### src/rtl/memory_access_stage.sv
// MEM stage: drives the data-memory req/ack bus, aligns/extends loads, builds store lanes,
// stalls upstream while an access is outstanding, and registers the result into MEM/WB.
module memory_access_stage #(
   parameter int size = 32
) (
   input  logic            clk,
   input  logic            reset,
   input  logic            valid_i,
   input  logic [size-1:0] calculated_result_i,
   input  logic [size-1:0] store_data_i,
   input  logic [11:0]     control_signal_i,
   output logic            stall_o,
   output logic            dmem_req_o,
   output logic            dmem_we_o,
   output logic [size-1:0] dmem_addr_o,
   output logic [size-1:0] dmem_wdata_o,
   output logic [3:0]      dmem_be_o,
   input  logic            dmem_ack_i,
   input  logic [size-1:0] dmem_rdata_i,
   output logic            valid_o,
   output logic [size-1:0] wb_data_o,
   output logic [4:0]      rd_addr_o,
   output logic            reg_we_o,
   output logic            misaligned_o
);

   localparam logic [0:0] IDLE = 1'b0;
   localparam logic [0:0] WAIT = 1'b1;

   logic [0:0]      state;
   logic [size-1:0] lat_addr;
   logic [size-1:0] lat_wdata;
   logic [3:0]      lat_be;
   logic            lat_we;
   logic [11:0]     lat_ctrl;

   logic [1:0]      in_size;
   logic [1:0]      in_a;
   logic            in_mem_op;
   logic            in_mis;
   logic [size-1:0] in_wdata;
   logic [3:0]      in_be;

   assign in_size   = control_signal_i[2:1];
   assign in_a      = calculated_result_i[1:0];
   assign in_mem_op = valid_i & (control_signal_i[5] | control_signal_i[4]);
   // Size code 11 falls into the word case along with 10.
   assign in_mis    = in_mem_op & (((in_size == 2'b01) & in_a[0]) |
                                   (in_size[1] & (in_a != 2'b00)));

   always_comb begin
      in_wdata = store_data_i;
      in_be    = 4'b1111;
      case (in_size)
         2'b00: begin
            in_wdata = {4{store_data_i[7:0]}};
            in_be    = 4'b0001 << in_a;
         end
         2'b01: begin
            in_wdata = {2{store_data_i[15:0]}};
            in_be    = 4'b0011 << in_a;
         end
         default: ;
      endcase
   end

   // In WAIT everything comes from the latched copy; the upstream inputs are ignored.
   logic            in_wait;
   logic [size-1:0] cur_addr;
   logic [11:0]     cur_ctrl;
   logic [1:0]      cur_a;
   logic            access;
   logic            done;
   logic            unused_ctrl;

   assign in_wait     = (state == WAIT);
   assign cur_addr    = in_wait ? lat_addr : calculated_result_i;
   assign cur_ctrl    = in_wait ? lat_ctrl : control_signal_i;
   assign cur_a       = cur_addr[1:0];
   assign unused_ctrl = cur_ctrl[0];

   assign access       = !reset & (in_wait | (in_mem_op & !in_mis));
   assign done         = access & dmem_ack_i;
   assign stall_o      = access & !dmem_ack_i;
   assign dmem_req_o   = access;
   assign dmem_we_o    = in_wait ? lat_we : control_signal_i[4];
   assign dmem_addr_o  = {cur_addr[size-1:2], 2'b00};
   assign dmem_wdata_o = in_wait ? lat_wdata : in_wdata;
   assign dmem_be_o    = in_wait ? lat_be : in_be;

   logic [size-1:0] lane;
   logic [size-1:0] load_val;

   assign lane = dmem_rdata_i >> {cur_a, 3'b000};

   always_comb begin
      load_val = lane;
      case (cur_ctrl[2:1])
         2'b00: load_val = cur_ctrl[3] ? {{(size-8){1'b0}}, lane[7:0]}
                                       : {{(size-8){lane[7]}}, lane[7:0]};
         2'b01: load_val = cur_ctrl[3] ? {{(size-16){1'b0}}, lane[15:0]}
                                       : {{(size-16){lane[15]}}, lane[15:0]};
         default: ;
      endcase
   end

   logic            nxt_valid;
   logic [size-1:0] nxt_wb;
   logic            nxt_we;
   logic            nxt_mis;
   logic            cur_rd_nz;

   assign cur_rd_nz = (cur_ctrl[11:7] != 5'd0);

   always_comb begin
      nxt_valid = 1'b0;
      nxt_wb    = cur_addr;
      nxt_we    = 1'b0;
      nxt_mis   = 1'b0;
      if (done) begin
         nxt_valid = 1'b1;
         if (cur_ctrl[5] & !cur_ctrl[4])
            nxt_wb = load_val;
         nxt_we = cur_ctrl[6] & cur_rd_nz & !cur_ctrl[4];
      end else if (!in_wait & in_mis) begin
         nxt_valid = 1'b1;
         nxt_mis   = 1'b1;
      end else if (!in_wait & valid_i & !in_mem_op) begin
         nxt_valid = 1'b1;
         nxt_we    = cur_ctrl[6] & cur_rd_nz;
      end
   end

   always_ff @(posedge clk) begin
      if (reset) begin
         state        <= IDLE;
         lat_addr     <= '0;
         lat_wdata    <= '0;
         lat_be       <= '0;
         lat_we       <= 1'b0;
         lat_ctrl     <= '0;
         valid_o      <= 1'b0;
         wb_data_o    <= '0;
         rd_addr_o    <= '0;
         reg_we_o     <= 1'b0;
         misaligned_o <= 1'b0;
      end else begin
         case (state)
            IDLE: if (in_mem_op & !in_mis & !dmem_ack_i) begin
               state     <= WAIT;
               lat_addr  <= calculated_result_i;
               lat_wdata <= in_wdata;
               lat_be    <= in_be;
               lat_we    <= control_signal_i[4];
               lat_ctrl  <= control_signal_i;
            end
            default: if (dmem_ack_i) state <= IDLE;
         endcase
         valid_o      <= nxt_valid;
         wb_data_o    <= nxt_wb;
         rd_addr_o    <= cur_ctrl[11:7];
         reg_we_o     <= nxt_we;
         misaligned_o <= nxt_mis;
      end
   end

endmodule

### config.mk
export PLATFORM = sky130hd
export DESIGN_NAME = memory_access_stage
export DESIGN_NICKNAME = d
export VERILOG_FILES = /design/src/rtl/memory_access_stage.sv
export SDC_FILE = /design/constraint.sdc
export NUM_CORES = 1
export LEC_CHECK = 0
export ABC_AREA = 1
export CORE_MARGIN = 10
export CORE_UTILIZATION = 46
export CTS_CLUSTER_DIAMETER = 40
export DETAILED_ROUTE_END_ITERATION = 6
export PLACE_DENSITY = 0.88
export SETUP_SLACK_MARGIN = 0.1
export SLEW_MARGIN = 0
export SYNTH_ARGS = -nofsm -noshare
export SYNTH_HDL_FRONTEND = slang
export SYNTH_SLANG_ARGS = --single-unit
### constraint.sdc
create_clock -name clk -period 2 [get_ports clk]
set_input_delay 0.2 -clock clk [delete_from_list [all_inputs] [get_ports clk]]
set_output_delay 0.2 -clock clk [all_outputs]
set_load 0.03 [all_outputs]
# Yosys cells after proc, flatten, opt, wreduce, memory -nomap -nowiden

Index checks and enable logic that the tools add are counted.

RAM bits: 0
Flip-flop bits (word level): 122
Memories: 0
Output and inout bits: 111
Bits in read-only memories: 0
Latch bits: 0

Muxes and demuxes: 22
Bitwise logic cells: 19
Divide/modulo/power cells: 0
$add $sub $neg: 0
$lt $le $gt $ge: 0
Shift operators: 3
Reductions and logical operators: 12
Multipliers: 0
Equality and inequality tests: 2

Operators with widths:

| operator              | number |
|---|---|
| $mux W32              | 6 |
| $pmux W32 S2          | 2 |
| $shr A32 B5 Y32       | 1 |
| $and A1 B1 Y1         | 15 |
| $mux W12              | 1 |
| $mux W1               | 11 |
| $pmux W4 S2           | 1 |
| $logic_not A1 Y1      | 6 |
| $reduce_bool A5 Y1    | 1 |
| $eq A2 B1 Y1 const B  | 2 |
| $logic_not A2 Y1      | 2 |
| $mux W4               | 1 |
| $shl A1 B2 Y4 const A | 1 |
| $shl A2 B2 Y4 const A | 1 |
| $or A1 B1 Y1          | 3 |
| $reduce_and A2 Y1     | 1 |
| $reduce_bool A2 Y1    | 1 |
| $reduce_or A2 Y1      | 1 |
| $not A1 Y1            | 1 |

# Longest topological paths before layout

Gate-level depths: netlist (run 1).

Word-level depth: 10
Depth in mapped cells: 12
Depth with buffers taken out: 10

# Worst setup path before layout (run 1)

OpenSTA, ideal clock, no wires.

Path kind: reg2out
From: register state (netlist: in_wait)
To: output dmem_be_o[1]
Setup slack: 175 ps
Data required time: 1,800 ps
Buffers on the path: 4
Data arrival time: 1,625 ps
Cell stages (with the launch flop): 6
Cells stage by stage: dfxtp_1 -> buf_6 -> buf_6 -> clkbuf_1 -> clkbuf_1 -> o21ai_0

Cells in the longest elaborated chain, start to end: 1

RTL lines:

| element                | RTL line | RTL |
|---|---|---|
| start, declared        | 30       | `logic [0:0] state;` |
| start signal, assigned | 136      | `state <= IDLE;` |
| start signal, assigned | 150      | `state <= WAIT;` |
| start signal, assigned | 157      | `default: if (dmem_ack_i) state <= IDLE;` |
| $mux W4                | 89       | `assign dmem_be_o = in_wait ? lat_be : in_be;` |
| end, declared          | 17       | `output logic [3:0] dmem_be_o,` |

No other way between the ends.

# Worst setup path after layout (run 1)

From: register state (netlist: in_wait)
To: output dmem_addr_o[28]

Cells in the longest elaborated chain, start to end: 1

RTL lines:

| element       | RTL line | RTL |
|---|---|---|
| $mux W32      | 77       | `assign cur_addr = in_wait ? lat_addr : calculated_result_i;` |
| end, declared | 15       | `output logic [size-1:0] dmem_addr_o,` |

No other way between the ends.

==> impl_metrics.py, run 1 <==
metrics = {
    "critical_path": {
        "crit_path_max_fanout": 13,
        "cp_data_required_time_ns": 1.80,
        "cp-end-kind": "primary output",
        "criticalPathCategory": "flop to primary output",
        "arrival_ns": 1.71,
        "reg2reg_from": "in_wait",
        "startpoint": "in_wait",
        "cp-start-kind": "flop",
    },
    "clock_tree": {
        "clk_pin_slew_ns": 0.06,
        "cts_max_level": 4,
        "clockBufferDepth": 2,
        "cts_tree": "built",
        "cts_root_buf": "clkbuf_16",
        "cts_buffers": 17,
        "worstSkewPairLatency_ns": 0.42,
        "cts_sinks": 120,
    },
    "global_routing": {
        "grt_max_degree": 63,
        "grtUsageTotal_pct": 23.73,
        "overflow": 0,
        "grt_pass1_wl_um": 38030,
        "antenna_found_initial": 1,
        "first_global_vias": 7117,
    },
    "status": {
        "status": "completed",
    },
    "final_layout": {
        "finalNonFillerCells": 1446,
        "nets": 1364,
        "area_growth_syn_to_layout_pct": 52.08,
        "final_cell_area_um2": 9879,
        "drive_above_1_share_pct": 19.45,
    },
    "route": {
        "finalWirelength_um": 24410,
        "drt-initial-drc-count": 686,
        "num_vias": 7637,
        "first_pass_iters": 5,
        "vias_per_cell": 5.281,
        "ant_nets": 0,
        "routedWlPerCell_um": 16.88,
        "drcViolationCount": 0,
    },
    "floorplanning": {
        "die_w_um": 138.8,
        "die_h_um": 138.8,
        "die_area_um2": 19280,
        "initial_utilization_pct": 46.80,
        "rows": 43,
        "core_um2": 13880,
        "ioPinCount": 223,
    },
    "synth": {
        "syn_area_per_cell_um2": 6.356,
        "synth-warning-count": 0,
        "synth_cell_types": 33,
        "ys_ff_latch": 120,
        "ys.flop_type": "dfxtp_1",
        "syn_inst": 1022,
        "synth_area_um2": 6496,
        "synth_edf_count": 0,
        "seq_area_frac_synth_pct": 36.98,
        "async_flop_share_pct": 0,
    },
    "sta": {
        "fin_skew_ns": 0.005482,
        "setup_ws_ns": 0.08812,
        "finalSetupViolations": 0,
        "rsz0062_at_grt": "yes",
        "worst_hold_slack_ns": 0.2667,
        "max_freq_mhz": 523.0,
        "relSlewSlack_pct": 62.59,
        "period_share_pct": 95.59,
        "worst_pin_slew_ns": 0.5612,
        "fin_crit_ns": 1.912,
        "maxSlewViolCount": 0,
        "hold_viol": 0,
    },
    "hold_path": {
        "hp-start": "calculated_result_i[1]",
        "hp-class": "primary input to flop",
    },
    "placement": {
        "port_buffers": 219,
        "preCtsSetupSlack_ns": -0.01984,
        "globalplace.congestion": 0.8997,
        "dp_hpwl_um": 17190,
        "place_area_um2": 9084,
        "place_inst": 1405,
    },
    "flow_run": {
        "max_cap_violations": 0,
    },
    "pwr": {
        "p_leak_nw": 4.687,
        "peakVddDrop_uv": 487.4,
        "p_per_area_nw_per_um2": 770.3,
    },
}
==> layer usage <==
metal,vias up,global-route usage (%),share of wire (%)
li1,3728,-,-
met1,3463,29.80,41
met2,385,37.77,47
met3,61,6.199,8.7
met4,0,9.555,3.9
met5,-,0,0
==> area by class of cell <==
class                      count  area, µm²
sequential                   120       2406
fill                        1120       4001
inverter                      76      295.3
timing repair buffer         282       2751
antenna                        1      2.502
tap                          180      225.2
clock buffer                  23      498.0
multi-input combinational    755       3606
clock inverter                 9      95.09
==> state kept, by name (all words and copies together) (netlist names) <==
name,flops
in_wait,1
misaligned_o,1
lat_be,4
valid_o,1
lat_ctrl,11
reg_we_o,1
wb_data_o,32
lat_wdata,32
lat_addr,32
rd_addr_o,5
==> cells in the mapped netlist (2+ instances only) <==
| master | n | share of area [%] |
|---|---|---|
| nand2_1 | 264 | 15 |
| nor2_1 | 198 | 11 |
| o21ai_0 | 141 | 11 |
| dfxtp_1 | 120 | 37 |
| inv_1 | 72 | 4.2 |
| clkbuf_1 | 32 | 1.8 |
| or2_2 | 31 | 3.0 |
| nand3_1 | 30 | 2.3 |
| buf_2 | 28 | 2.2 |
| a21oi_1 | 22 | 1.7 |
| nand4_1 | 18 | 1.7 |
| o211ai_1 | 11 | 1.3 |
| a211oi_1 | 9 | 1.0 |
| mux2i_1 | 8 | 1.2 |
| buf_6 | 7 | 1.2 |
| a31oi_1 | 3 | 0.29 |
| buf_1 | 3 | 0.17 |
| inv_2 | 3 | 0.17 |
| nand2_2 | 3 | 0.29 |
| o21ai_1 | 3 | 0.23 |
| buf_4 | 2 | 0.23 |
| nand3_2 | 2 | 0.31 |
| o21ai_2 | 2 | 0.27 |
==> worst max-delay path, cell delays in order, from the launching register on <==
cell,delay [ns]
dfxtp_4,0.42
inv_6,0.07
buf_12,0.14
or2_2,0.27
o21ai_1,0.12
inv_1,0.08
clkbuf_4,0.19
==> final timing paths <==
| kind | endpoint | slack (ns) | depth (start not counted) |
|---|---|---|---|
| worst min register to register | lat_ctrl[7] | 0.45 | 2 |
| worst max register to register | wb_data_o[22] | 0.17 | 9 |
| worst max-delay path | dmem_addr_o[28] | 0.09 | 6 |
| worst min-delay path | lat_be[3] | 0.27 | 3 |
==> timing repair <==
| item | in CTS | in global routing |
|---|---|---|
| cloned | 0 | 3 |
| pin swaps | 1 | 3 |
| setup buffers | 2 | 3 |
| hold buffers | 0 | 0 |
| gates resized for setup | 186 | 103 |
| endpoints found under the setup margin | 47 | 85 |
==> placed cells by master (no fill, tap or decap), types with 5 or more instances in the layout <==
cell / instances
inv_2: 6
o21ai_2: 21
o21ai_0: 114
mux2i_1: 8
dfxtp_1: 119
nand4_1: 18
or2_2: 30
inv_1: 68
a21oi_1: 22
o21ai_1: 8
nand2_1: 261
nor2_1: 194
nand3_1: 29
buf_4: 80
buf_2: 19
buf_12: 16
clkbuf_8: 5
clkdlybuf4s50_1: 147
o211ai_1: 11
a211oi_1: 9
clkbuf_4: 6
clkinv_2: 7
buf_6: 5
clkbuf_16: 20
==> kinds of logic (layout without fill, tap and decap cells) <==
| group | Yosys count | in the layout | synth area share (%) |
|---|---|---|---|
| buffers and inverters | 148 | 390 | 10.09 |
| AOI/OAI and AO/OA | 195 | 195 | 16.41 |
| and+or+nand+nor | 550 | 550 | 35.23 |
| other | 1 | 3 | 0.05773 |
| muxes | 8 | 8 | 1.233 |
| DFF | 120 | 120 | 36.98 |
==> stage by stage <==
step	TNS, ns	util (%)	total power (W)
2_1_floorplan	0	-	0.003649
3_3_place_gp	0	65.44	0.004504
3_5_place_dp	-0.04018	65.44	0.004531
4_1_cts	0	69.14	0.007546
5_1_grt	0	71.17	0.007908
6_report	0	71.17	0.007610
==> power breakdown <==
part / switching (W) / leakage, nW / internal [W]
sequential: 0.0000567 / 0.986 / 0.00254
combinational: 0.00115 / 3.40 / 0.000812
clock: 0.00108 / 0.302 / 0.00198
Note: power is estimated with default switching activity, not from simulation.
==> inputs of run 2 (changes only) <==
Settings changed: ABC_AREA 1 to unset, PLACE_DENSITY 0.88 to 0.89.
==> impl_metrics.py, run 2 <==
metrics = {
    "status": {
        "status": "finished with violations",
        "violations": "negative setup slack",
    },
    "synth": {
        "ys_ff_latch": 120,
        "synth-warning-count": 0,
        "seq_area_frac_synth_pct": 38.09,
        "ys.flop_type": "dfxtp_1",
        "yosys-top-cells-count": "187 x nand2_1, 120 x dfxtp_1, 101 x a21oi_1",
        "async_flop_share_pct": 0,
        "synth_top_cell_by_area": "dfxtp_1",
        "syn_area_per_cell_um2": 8.191,
        "synth_most_common_cell": "nand2_1",
        "synth_area_leaders": "dfxtp_1 38%, mux2_2 13%, nand2_1 11%",
        "synth_area_um2": 6307,
        "synth_cell_types": 55,
        "yosysTopAreaCellShare_pct": 38.09,
        "synth_edf_count": 0,
        "syn_inst": 770,
    },
    "flow_run": {
        "max_cap_violations": 0,
    },
    "critical_path": {
        "cp-end-kind": "primary output",
        "slowest_stage": "dfxtp_4",
        "slowest_delay_ns": 0.36,
        "crit-reg2reg-capture": "wb_data_o[0]",
        "crit_buf_inv": 4,
        "crit_family": "buffers and inverters",
        "reg2reg_from": "in_wait",
        "crit_path_max_fanout": 5,
        "arrival_ns": 1.81,
        "cp_data_required_time_ns": 1.80,
        "criticalPathCategory": "flop to primary output",
        "r2r_cells": 9,
        "worstPathCellList": "buf_8, buf_12, nor2b_4, a41o_1, buf_6, nor2b_4, buf_6",
        "reg2reg_setup_slack_ns": 0,
        "cp-start-kind": "flop",
    },
    "sta": {
        "max_freq_mhz": 498.6,
        "finalSetupViolations": 1,
        "fin_skew_ns": 0.007412,
        "hold_viol": 0,
        "fin_crit_ns": 2.005,
        "worst_hold_slack_ns": 0.3111,
        "period_share_pct": 100.3,
        "rsz0062_at_grt": "yes",
        "relSlewSlack_pct": 48.28,
        "worst_pin_slew_ns": 0.7758,
        "maxSlewViolCount": 0,
        "tns_ns": -0.005461,
        "setup_ws_ns": -0.005461,
    },
    "pwr": {
        "p_per_area_nw_per_um2": 728.2,
        "p_leak_nw": 3.910,
        "finalPower_w": 0.007309,
        "peakVddDrop_uv": 517.9,
    },
    "placement": {
        "globalplace.congestion": 0.9266,
        "dp_hpwl_um": 16620,
        "port_buffers": 219,
        "place_inst": 1163,
    },
    "clock_tree": {
        "clockBufferDepth": 2,
        "cts_tree": "built",
        "cts_root_buf": "clkbuf_16",
        "clk_pin_slew_ns": 0.06,
        "cts_buffers": 17,
        "worstSkewPairLatency_ns": 0.42,
        "cts_sinks": 120,
        "cts_max_level": 4,
    },
    "final_layout": {
        "drive_above_1_share_pct": 31.23,
        "multiInputGateArea_um2": 3795,
        "fillers": 845,
        "nets": 1148,
        "seq_area_um2": 2406,
        "final_common_cell": "nand2_1",
        "finalNonFillerCells": 1225,
        "layout_common_cells": "186 x nand2_1, 146 x clkdlybuf4s50_1, 119 x dfxtp_1",
        "reg.largest.list": "lat_addr x32, lat_wdata x32, wb_data_o x32",
        "area_growth_syn_to_layout_pct": 59.13,
    },
    "floorplanning": {
        "rows": 42,
        "initial_utilization_pct": 47.25,
        "core_um2": 13350,
        "die_w_um": 137.1,
        "die_area_um2": 18800,
        "die_h_um": 137.1,
        "ioPinCount": 223,
    },
    "route": {
        "vias_per_cell": 5.732,
        "ant_nets": 0,
        "drt-initial-drc-count": 638,
        "finalWirelength_um": 26630,
        "drcViolationCount": 0,
        "routedWlPerCell_um": 21.74,
        "num_vias": 7022,
        "first_pass_iters": 6,
    },
    "hold_path": {
        "holdPathStages": 4,
        "worstHoldEndpoint": "lat_ctrl[1]",
        "hp-start": "control_signal_i[1]",
        "hp-class": "primary input to flop",
    },
    "global_routing": {
        "antenna_found_initial": 0,
        "grtUsageTotal_pct": 24.32,
        "first_global_vias": 6810,
        "grt_pass1_wl_um": 36000,
        "grt_max_degree": 61,
        "overflow": 0,
    },
}
-- run 2: cell types whose count changed after synthesis, sizes merged, moves of 29 or more --
cell,delta
mux2i,+31
o21ai,-133
or2,-29
a21oi,+80
inv,-63
nand2,-81
nor2,-140
mux2,+74
-- run 2: cell families after synthesis --
kind of cell,Yosys count,share of synthesized area [%]
muxes,113,19.66
DFF,120,38.09
AOI/OAI and AO/OA,168,17.00
other,1,0.05945
buffers and inverters,75,5.614
and+or+nand+nor,293,19.58
-- run 2: power breakdown --
group / switching (W) / leakage (nW) / internal, W
Combinational: 0.00102 / 2.67 / 0.000844
Clock: 0.00111 / 0.256 / 0.00179
Sequential: 0.0000465 / 0.982 / 0.00249
-- run 2: worst reg2reg max path: stages, from the launching register on --
cell     delay, ns
dfxtp_4       0.36
buf_8         0.14
buf_12        0.14
nor2b_4       0.11
a41o_1        0.23
buf_4         0.15
and3_2        0.24
buf_12        0.17
a211o_1       0.26
o31ai_1       0.09
-- run 2: cell type report --
class / instances / area share (%)
antenna: 2 / 0.04986
clock buffer: 23 / 4.774
clock inverter: 7 / 0.6981
inverter: 12 / 0.4488
multi-input combinational: 576 / 37.81
sequential: 120 / 23.97
tap: 176 / 2.194
timing repair buffer: 309 / 30.05
-- run 2: routing by layer --
layer	vias up	routed length (µm)	global-route usage [%]
met5	-	0	0
met4	0	1608	15.46
met3	122	1947	6.085
met2	391	13430	40.56
met1	3332	9648	27.15
li1	3177	-	-
-- run 2: worst max path at each step --
stage                   startpoint                to  cells after the start
2_1_floorplan              in_wait  dmem_wdata_o[24]                      6
3_3_place_gp   control_signal_i[2]  dmem_wdata_o[15]                      6
3_5_place_dp   control_signal_i[2]   dmem_wdata_o[9]                      6
4_1_cts                    in_wait     lat_wdata[31]                     10
5_1_grt                    in_wait     wb_data_o[25]                      9
6_report                   in_wait           stall_o                      7
-- run 2: through the flow --
step	util [%]	setup slack (ns)	area (µm²)
finish	75.20	-0.005461	10040
global route	75.16	-0.07868	10030
CTS	72.31	0.01326	9652
detailed placement	66.95	-0.4087	8936
global placement	66.95	-0.3688	8936
floorplan	-	0.007086	6319
-- run 2: timing repair --
item	4_1_cts	5_1_grt
setup buffers	20	5
cloned	3	2
setup endpoints to repair	113	139
pin swaps	2	5
hold buffers	0	0
resized for setup	280	111
==> inputs of run 3 (changes only) <==
Settings changed: CORE_ASPECT_RATIO set to 0.5, CTS_CLUSTER_DIAMETER 40 to 150.
==> impl_metrics.py, run 3 (synthesis gave the netlist of run 2 again) <==
metrics = {
    "critical_path": {
        "crit_path_max_fanout": 13,
        "cp-end-kind": "flop",
        "cp_data_required_time_ns": 2.29,
        "criticalPathCategory": "flop to flop",
        "slowest_delay_ns": 0.37,
        "r2r_cells": 9,
        "arrival_ns": 2.31,
        "cp-start-kind": "flop",
        "slowest_stage": "dfxtp_4",
        "worstPathCellList": "buf_6, nor2b_4, nand2_1, buf_4, nor3_4, buf_4, clkbuf_16, nand2_1, a21oi_1",
    },
    "clock_tree": {
        "clockBufferDepth": 2,
        "cts_root_buf": "clkbuf_16",
        "cts_max_level": 4,
        "cts_tree": "built",
        "clk_pin_slew_ns": 0.06,
        "cts_sinks": 120,
        "worstSkewPairLatency_ns": 0.42,
        "cts_buffers": 17,
    },
    "sta": {
        "maxSlewViolCount": 0,
        "worst_hold_slack_ns": 0.1309,
        "hold_viol": 0,
        "max_freq_mhz": 494.1,
        "fin_skew_ns": 0.007468,
        "setup_ws_ns": -0.02401,
        "relSlewSlack_pct": 63.22,
        "finalSetupViolations": 1,
        "fin_crit_ns": 2.024,
        "rsz0062_at_grt": "yes",
        "worst_pin_slew_ns": 0.5517,
        "period_share_pct": 101.2,
    },
    "floorplanning": {
        "ioPinCount": 223,
        "die_h_um": 102.8,
        "rows": 30,
        "die_area_um2": 19080,
        "initial_utilization_pct": 46.81,
        "die_w_um": 185.6,
        "core_um2": 13480,
    },
    "placement": {
        "port_buffers": 219,
        "dp_hpwl_um": 16550,
        "globalplace.congestion": 0.8785,
        "place_inst": 1161,
    },
    "global_routing": {
        "first_global_vias": 6762,
        "grtUsageTotal_pct": 23.27,
        "antenna_found_initial": 1,
        "overflow": 0,
        "grt_pass1_wl_um": 35380,
        "grt_max_degree": 104,
    },
    "final_layout": {
        "fillers": 877,
        "reg.largest.list": "lat_addr x32, lat_wdata x32, wb_data_o x32",
        "final_common_cell": "nand2_1",
        "nets": 1133,
        "area_growth_syn_to_layout_pct": 54.75,
        "layout_common_cells": "186 x nand2_1, 146 x clkdlybuf4s50_1, 119 x dfxtp_1",
        "finalNonFillerCells": 1212,
        "drive_above_1_share_pct": 29.40,
    },
    "route": {
        "first_pass_iters": 6,
        "routedWlPerCell_um": 20.90,
        "num_vias": 6985,
        "drt-initial-drc-count": 621,
        "finalWirelength_um": 25340,
        "drcViolationCount": 0,
        "vias_per_cell": 5.763,
        "ant_nets": 0,
    },
    "pwr": {
        "p_clk_share_pct": 40.6,
        "p_comb_share_pct": 24.4,
        "finalPower_w": 0.007271,
        "p_per_area_nw_per_um2": 745.0,
        "p_leak_nw": 3.794,
        "internal_power_w": 0.005032,
        "peakVddDrop_uv": 589.3,
        "power_switching_w": 0.002239,
        "switching_share_pct": 30.79,
        "seqPwrFrac_pct": 34.9,
    },
    "status": {
        "status": "finished with violations",
        "violations": "negative setup slack",
    },
    "hold_path": {
        "holdPathStages": 2,
        "hp-class": "primary input to flop",
    },
    "flow_run": {
        "max_cap_violations": 0,
    },
}
## run 3: metrics by stage
stage	setup WS, ns	cell area (µm²)	util (%)	setup TNS (ns)
3_3_place_gp	-0.3550	8966	66.54	-25.48
2_1_floorplan	0.007086	6319	-	0
3_5_place_dp	-0.3632	8966	66.54	-30.38
4_1_cts	0.02023	9649	71.61	0
5_1_grt	-0.05224	9758	72.41	-0.4228
6_report	-0.02401	9761	72.43	-0.02401
## run 3: worst max-delay path: cells and delay by family (launching register included)
family | cells | cell delay [ns]
flip-flops | 1 | 0.37
buffers and inverters | 4 | 0.65
AND/OR/NAND/NOR | 4 | 0.57
AO/OA/AOI/OAI | 1 | 0.31
## run 3: power groups by stage
stage | clock (W) | sequential, W | combinational (W)
floorplan | 0 | 0.00268 | 0.000817
global placement | 0 | 0.00258 | 0.00166
detailed placement | 0 | 0.00259 | 0.00170
CTS | 0.00297 | 0.00254 | 0.00171
global route | 0.00308 | 0.00255 | 0.00187
finish | 0.00295 | 0.00254 | 0.00178
## run 3: path summary, 6_finish.rpt
check	from	end	slack, ns
setup reg to reg	in_wait	lat_addr[1]	-0.02
hold / removal	reset	rd_addr_o[0]	0.13
hold reg to reg	lat_addr[18]	lat_addr[18]	0.45
setup / recovery	in_wait	lat_addr[1]	-0.02
## run 3: routing by layer
metal | share of wire [%] | global-route usage, % | vias to the layer above | wire, µm
met5 | 0 | 0 | - | 0
met4 | 5.0 | 12.18 | 0 | 1274
met3 | 7.4 | 5.135 | 119 | 1877
met2 | 50 | 41.72 | 393 | 12690
met1 | 37 | 25.70 | 3332 | 9493
li1 | - | - | 3141 | -
## run 3: cell type report
cell class | count | area (µm²) | share of cell area [%]
antenna | 2 | 5.005 | 0.05128
clock inverter | 14 | 126.4 | 1.295
multi-input combinational | 576 | 3727 | 38.19
inverter | 12 | 45.04 | 0.4615
sequential | 120 | 2406 | 24.65
clock buffer | 18 | 439.2 | 4.499
tap | 176 | 220.2 | 2.256
timing repair buffer | 294 | 2791 | 28.60
## run 3: repair_timing
item | CTS | global route
endpoints found under the setup margin | 107 | 137
pin swaps | 2 | 12
hold buffers | 0 | 0
cloned | 1 | 5
gates resized for setup | 148 | 110
setup buffers | 4 | 8
